===== config.mk =====
export PLATFORM = sky130hd
export DESIGN_NAME = machine_counters_rv32
export DESIGN_NICKNAME = d
export VERILOG_FILES = /design/src/rtl/machine_counters_rv32.sv
export SDC_FILE = /design/constraint.sdc
export NUM_CORES = 1
export LEC_CHECK = 0
export ABC_AREA = 0
export ABC_CLOCK_PERIOD_IN_PS = 2200
export BUFFER_PORTS_ARGS = -buffer_cell sky130_fd_sc_hd__clkbuf_2
export CAP_MARGIN = 20
export CORE_MARGIN = 2
export CORE_UTILIZATION = 52
export CTS_BUF_LIST = sky130_fd_sc_hd__clkbuf_4
export CTS_CLUSTER_DIAMETER = 120
export DETAILED_ROUTE_END_ITERATION = 8
export PLACE_DENSITY_LB_ADDON = 0.3
export REMOVE_ABC_BUFFERS = 1
export SYNTH_ARGS = -nofsm -noshare
export SYNTH_HDL_FRONTEND = slang
export SYNTH_SLANG_ARGS = --single-unit

===== constraint.sdc =====
create_clock -name clk_in -period 2.2 [get_ports clk_in]
set_clock_uncertainty 0.15 [all_clocks]
set_input_delay 0.22 -clock clk_in [delete_from_list [all_inputs] [get_ports clk_in]]
set_output_delay 0.22 -clock clk_in [all_outputs]
set_load 0.05 [all_outputs]

===== src/rtl/machine_counters_rv32.sv =====
// machine_counters_rv32
// 64-bit mcycle / minstret machine counters with CSR write access and a
// registered CSR read port covering both the machine addresses and the
// user read-only aliases. Counting is gated by the mcountinhibit bits
// supplied by the neighbouring counter-setup register.

module machine_counters_rv32 (
   input  logic        clk_in,
   input  logic        rst_in,
   input  logic        mcountinhibit_cy_in,
   input  logic        mcountinhibit_ir_in,
   input  logic        instret_inc_in,
   input  logic [11:0] csr_addr_in,
   input  logic        wr_en_in,
   input  logic        rd_en_in,
   input  logic [31:0] data_wr_in,
   output logic [31:0] csr_data_out,
   output logic        rd_valid_out,
   output logic        illegal_out,
   output logic [63:0] mcycle_out,
   output logic [63:0] minstret_out
);

   localparam logic [11:0] MCYCLE    = 12'hB00;
   localparam logic [11:0] MINSTRET  = 12'hB02;
   localparam logic [11:0] MCYCLEH   = 12'hB80;
   localparam logic [11:0] MINSTRETH = 12'hB82;
   localparam logic [11:0] CYCLE     = 12'hC00;
   localparam logic [11:0] INSTRET   = 12'hC02;
   localparam logic [11:0] CYCLEH    = 12'hC80;
   localparam logic [11:0] INSTRETH  = 12'hC82;

   logic [63:0] mcycle_r;
   logic [63:0] minstret_r;
   logic [31:0] csr_data_r;
   logic        rd_valid_r;
   logic        illegal_r;

   logic [63:0] mcycle_nxt_s;
   logic [63:0] minstret_nxt_s;
   logic [31:0] rd_sel_s;
   logic        rd_mapped_s;
   logic        wr_legal_s;
   logic        wr_mcycle_s;
   logic        wr_mcycleh_s;
   logic        wr_minstret_s;
   logic        wr_minstreth_s;

   // Decode the address: read mux source (pre-update counter values) and write targets.
   always_comb begin
      rd_sel_s       = 32'h0000_0000;
      rd_mapped_s    = 1'b1;
      wr_legal_s     = 1'b0;
      wr_mcycle_s    = 1'b0;
      wr_mcycleh_s   = 1'b0;
      wr_minstret_s  = 1'b0;
      wr_minstreth_s = 1'b0;
      case (csr_addr_in)
         MCYCLE: begin
            rd_sel_s    = mcycle_r[31:0];
            wr_legal_s  = 1'b1;
            wr_mcycle_s = wr_en_in;
         end
         MCYCLEH: begin
            rd_sel_s     = mcycle_r[63:32];
            wr_legal_s   = 1'b1;
            wr_mcycleh_s = wr_en_in;
         end
         MINSTRET: begin
            rd_sel_s      = minstret_r[31:0];
            wr_legal_s    = 1'b1;
            wr_minstret_s = wr_en_in;
         end
         MINSTRETH: begin
            rd_sel_s       = minstret_r[63:32];
            wr_legal_s     = 1'b1;
            wr_minstreth_s = wr_en_in;
         end
         CYCLE:    rd_sel_s = mcycle_r[31:0];
         CYCLEH:   rd_sel_s = mcycle_r[63:32];
         INSTRET:  rd_sel_s = minstret_r[31:0];
         INSTRETH: rd_sel_s = minstret_r[63:32];
         default: begin
            rd_sel_s    = 32'h0000_0000;
            rd_mapped_s = 1'b0;
         end
      endcase
   end

   // Next mcycle value: a CSR write to either half beats the increment, no carry from a suppressed increment.
   always_comb begin
      mcycle_nxt_s = mcycle_r;
      if (wr_mcycle_s) begin
         mcycle_nxt_s = {mcycle_r[63:32], data_wr_in};
      end else if (wr_mcycleh_s) begin
         mcycle_nxt_s = {data_wr_in, mcycle_r[31:0]};
      end else if (!mcountinhibit_cy_in) begin
         mcycle_nxt_s = mcycle_r + 64'd1;
      end else begin
         mcycle_nxt_s = mcycle_r;
      end
   end

   // Next minstret value: same precedence, increment only on a retire pulse while not inhibited.
   always_comb begin
      minstret_nxt_s = minstret_r;
      if (wr_minstret_s) begin
         minstret_nxt_s = {minstret_r[63:32], data_wr_in};
      end else if (wr_minstreth_s) begin
         minstret_nxt_s = {data_wr_in, minstret_r[31:0]};
      end else if (instret_inc_in && !mcountinhibit_ir_in) begin
         minstret_nxt_s = minstret_r + 64'd1;
      end else begin
         minstret_nxt_s = minstret_r;
      end
   end

   // Counter state registers.
   always_ff @(posedge clk_in or negedge rst_in) begin
      if (!rst_in) begin
         mcycle_r   <= 64'd0;
         minstret_r <= 64'd0;
      end else begin
         mcycle_r   <= mcycle_nxt_s;
         minstret_r <= minstret_nxt_s;
      end
   end

   // Registered read data, read-valid pulse and illegal-access flag.
   always_ff @(posedge clk_in or negedge rst_in) begin
      if (!rst_in) begin
         csr_data_r <= 32'h0000_0000;
         rd_valid_r <= 1'b0;
         illegal_r  <= 1'b0;
      end else begin
         rd_valid_r <= rd_en_in;
         illegal_r  <= (rd_en_in && !rd_mapped_s) || (wr_en_in && !wr_legal_s);
         if (rd_en_in) begin
            csr_data_r <= rd_sel_s;
         end else begin
            csr_data_r <= csr_data_r;
         end
      end
   end

   assign csr_data_out = csr_data_r;
   assign rd_valid_out = rd_valid_r;
   assign illegal_out  = illegal_r;
   assign mcycle_out   = mcycle_r;
   assign minstret_out = minstret_r;

endmodule


==> results.tsv <==
metric	value	unit
DR DRC count	0	
DRT Wirelength	46160	µm
I/O Buffers	212	
Period Utilization, post-route	1.101	
Peak VDD IR	981.3	µV
Num CTS Buffers	17	
DRT iter0 DRCs	1590	
Detail Route Antenna Nets	0	
GRT overflow	0	
initial antenna violation count	1	
Routed WL per cell	23.21	µm
Detail Placement HPWL	32990	µm
FP Rows	51	
most frequent cells in the layout	279 x buf_4, 211 x clkbuf_2, 162 x dfrtp_1	
critical path launch point type	register	
xor-xnor portion of the synthesized cell area	0.06908	
max_slew headroom	0.3424	
Netlist cell types	72	
final net count	1763	
Seq cells post-synth	162	
Reg clk slew, reported paths	0.16	ns
fraction of layout cells with a size suffix above 1	0.4277	
cells after synthesis	1187	
Final Util	0.8056	
CTS tree	yes	
Max Transition Viols Final	0	
RSZ-0062 raised after global routing	true	
post-synthesis sequential area ratio	0.3997	
Initial Util	0.5263	
main combinational cell family by area after synthesis	simple AND/OR/NAND/NOR gates	
H-tree depth	4	
crit path setup slack, layout	-0.2221	ns
DRT Pass-1 Iters	5	
RePlAce Congestion	1.053	
CTS Buffer Depth	2	
Worst Tran Pin Value	0.9831	ns
M1 WL	17330	µm
Post-Synth Adder-Cell Area	0.002467	
nature of the critical path endpoint	register	
P per Cell Area	496.1	mW/mm²
worst setup path class	reg -> reg	
status	finished, violations left	
top cell type by total area after synthesis	dfrtp_1	
Core ar.	0.01927	mm²
via count	12490	
Cell Chain, Critical Path	buf_4 -> nand3_2 -> nor3_4 -> buf_4 -> buf_6 -> nand4_1 -> or3_4 -> or3_1 -> nand3_1	
maxcap violations	0	
Final Non-Filler Cells	1989	
minimum clock period	2.422	ns
Post-Place Cells	1882	
f_max	412.9	MHz
simple-gate share of the synthesized area	0.2731	
area of the mapped netlist	0.01014	mm²
CP Data Required Time	2.60	ns
Synth async-reset ratio	1.000	
Fillers	1337	
Worst-Skew Late Latency	0.62	ns
Avg Inst Size Synth	8.544	µm²
failing checks	negative setup slack	
Arr. time, crit path	2.82	ns
Die H	143.7	µm
global-route wire length before repair	66470	µm
Leak	7.172	nW
Tot GR Track Use	0.4336	
Crit-path slowest cell	dfrtp_1	
total die area	0.02064	mm²
setup TNS	-3.713	ns
Crit path top cell by count	buf_4	
synthesis-to-layout area growth	53.07	%
CTS sink cnt	162	
main flop type after synthesis	dfrtp_1	
commonest non-fill, non-tap cell in the layout	buf_4	
Ys Warns	0	
vias in the first global route	11540	
post-synth top area share	0.3997	
Crit path largest cell delay	0.41	ns
critical path fanouts, max	5	
vias per cell	6.278	
Top Metal Used	met4	
largest net degree at the start of global routing	60	
met2 wire length	21280	µm
number of flops mapped to enable cells by yosys	0	
Final Setup Violations	42	
Area contributors post-synth	dfrtp_1 40%, a21oi_1 5.1%, nand2_1 4.6%	
Pwr Total	0.007702	W
mux contribution to synthesized area	0.04133	
io pins	213	
Hold Fails Final Rpt	0	
root buf cell	clkbuf_4	
complex-gate fraction of the synthesized area	0.1806	
die outline width	143.7	µm
Min-Delay Path Class	in -> async	
DR WL met3	5237	µm
-- power breakdown --
group / internal [W] / leakage [nW] / switching [W]
clock network: 0.000613 / 0.150 / 0.00127
logic: 0.000912 / 4.95 / 0.00160
registers: 0.00315 / 2.08 / 0.000155
total: 0.00467 / 7.17 / 0.00303
-- what timing repair did --
item	in CTS	in global routing
gates resized for setup	74	122
endpoints found under the hold margin	292	0
setup buffers	21	22
setup endpoints to repair	68	81
hold buffers	37	0
pin swaps	57	60
-- cell type report --
class,count,area [µm²],area share
antenna,1,2.502,0.0001612
clock buffer,18,135.1,0.008704
clock inverter,14,145.1,0.009349
inverter,16,60.06,0.003868
multi-input combinational,936,6539,0.4212
sequential,162,4054,0.2611
tap,265,331.6,0.02136
timing repair buffer,577,4258,0.2743
-- final timing paths --
path | depth (start not counted) | to | slack (ns) | from
min in group clk_in | 6 | minstret_out[61] | 0.04 | mcountinhibit_ir_in
max in group asynchronous | 3 | mcycle_out[57] | 0.52 | rst_in
hold reg to reg | 2 | csr_data_out[30] | 0.41 | csr_data_out[30]
setup reg to reg | 9 | minstret_out[54] | -0.22 | minstret_out[9]
hold / removal | 3 | csr_data_out[23] | 0.03 | rst_in
setup / recovery | 9 | minstret_out[54] | -0.22 | minstret_out[9]
-- metal layers --
| layer | GRT usage | vias to the layer above |
|---|---|---|
| met1 | 0.5507 | 5966 |
| met4 | 0.2064 | 0 |
| met3 | 0.1156 | 186 |
| met2 | 0.6895 | 912 |
| li1 | - | 5423 |
| met5 | 0 | - |
-- cell usage after synthesis, drive strengths merged, types with 4 or more instances --
master and number:
nand3 60, a22oi 45, and4 15, nand2 123, nor2b 34, mux2i 7
xnor2 43, o211ai 11, inv 16, o22ai 10, nor4 23, a21oi 104
mux2 29, o311ai 14, dfrtp 162, a31oi 4, xor2 37, a221o 5
and2 13, nor2 109, or4 9, o21ai 69, nand4 52, a2bb2oi 8
clkbuf 61, buf 12, nor3 34, or3 11, or2 10, and3 17
-- cells by family (layout without fill, tap and decap cells) --
group                    Yosys count  count (layout)
flip-flops                       162             162
AND/OR/NAND/NOR                  525             525
AO/OA/AOI/OAI                    292             292
multiplexers                      37              37
adder cells (fa/ha/maj)            2               2
XOR/XNOR                          80              80
other                              0               1
buffers and inverters             89             625
-- worst max-delay path: cells and delay by family (launching register included) --
kind          cells  cell delay [ns]
buf+inv           3             0.42
simple gates      6             1.37
flops             1             0.41
-- flip-flops by register name, indices dropped and copies added (netlist names) --
name          flops
mcycle_out       64
minstret_out     64
rd_valid_out      1
csr_data_out     32
illegal_out       1
-- through the flow --
step / worst slack [ns] / hold WS [ns] / area, µm²
after CTS: -0.1581 / 0.02143 / 14860
after floorplan: -1.848 / -0.2256 / 9861
final: -0.2221 / 0.02798 / 15520
after detailed placement: -0.4375 / -0.05618 / 13690
after global routing: -0.2867 / 0.06044 / 15520
after global placement: -0.3832 / -0.05319 / 13690
Power figures use the tool's default switching activity.
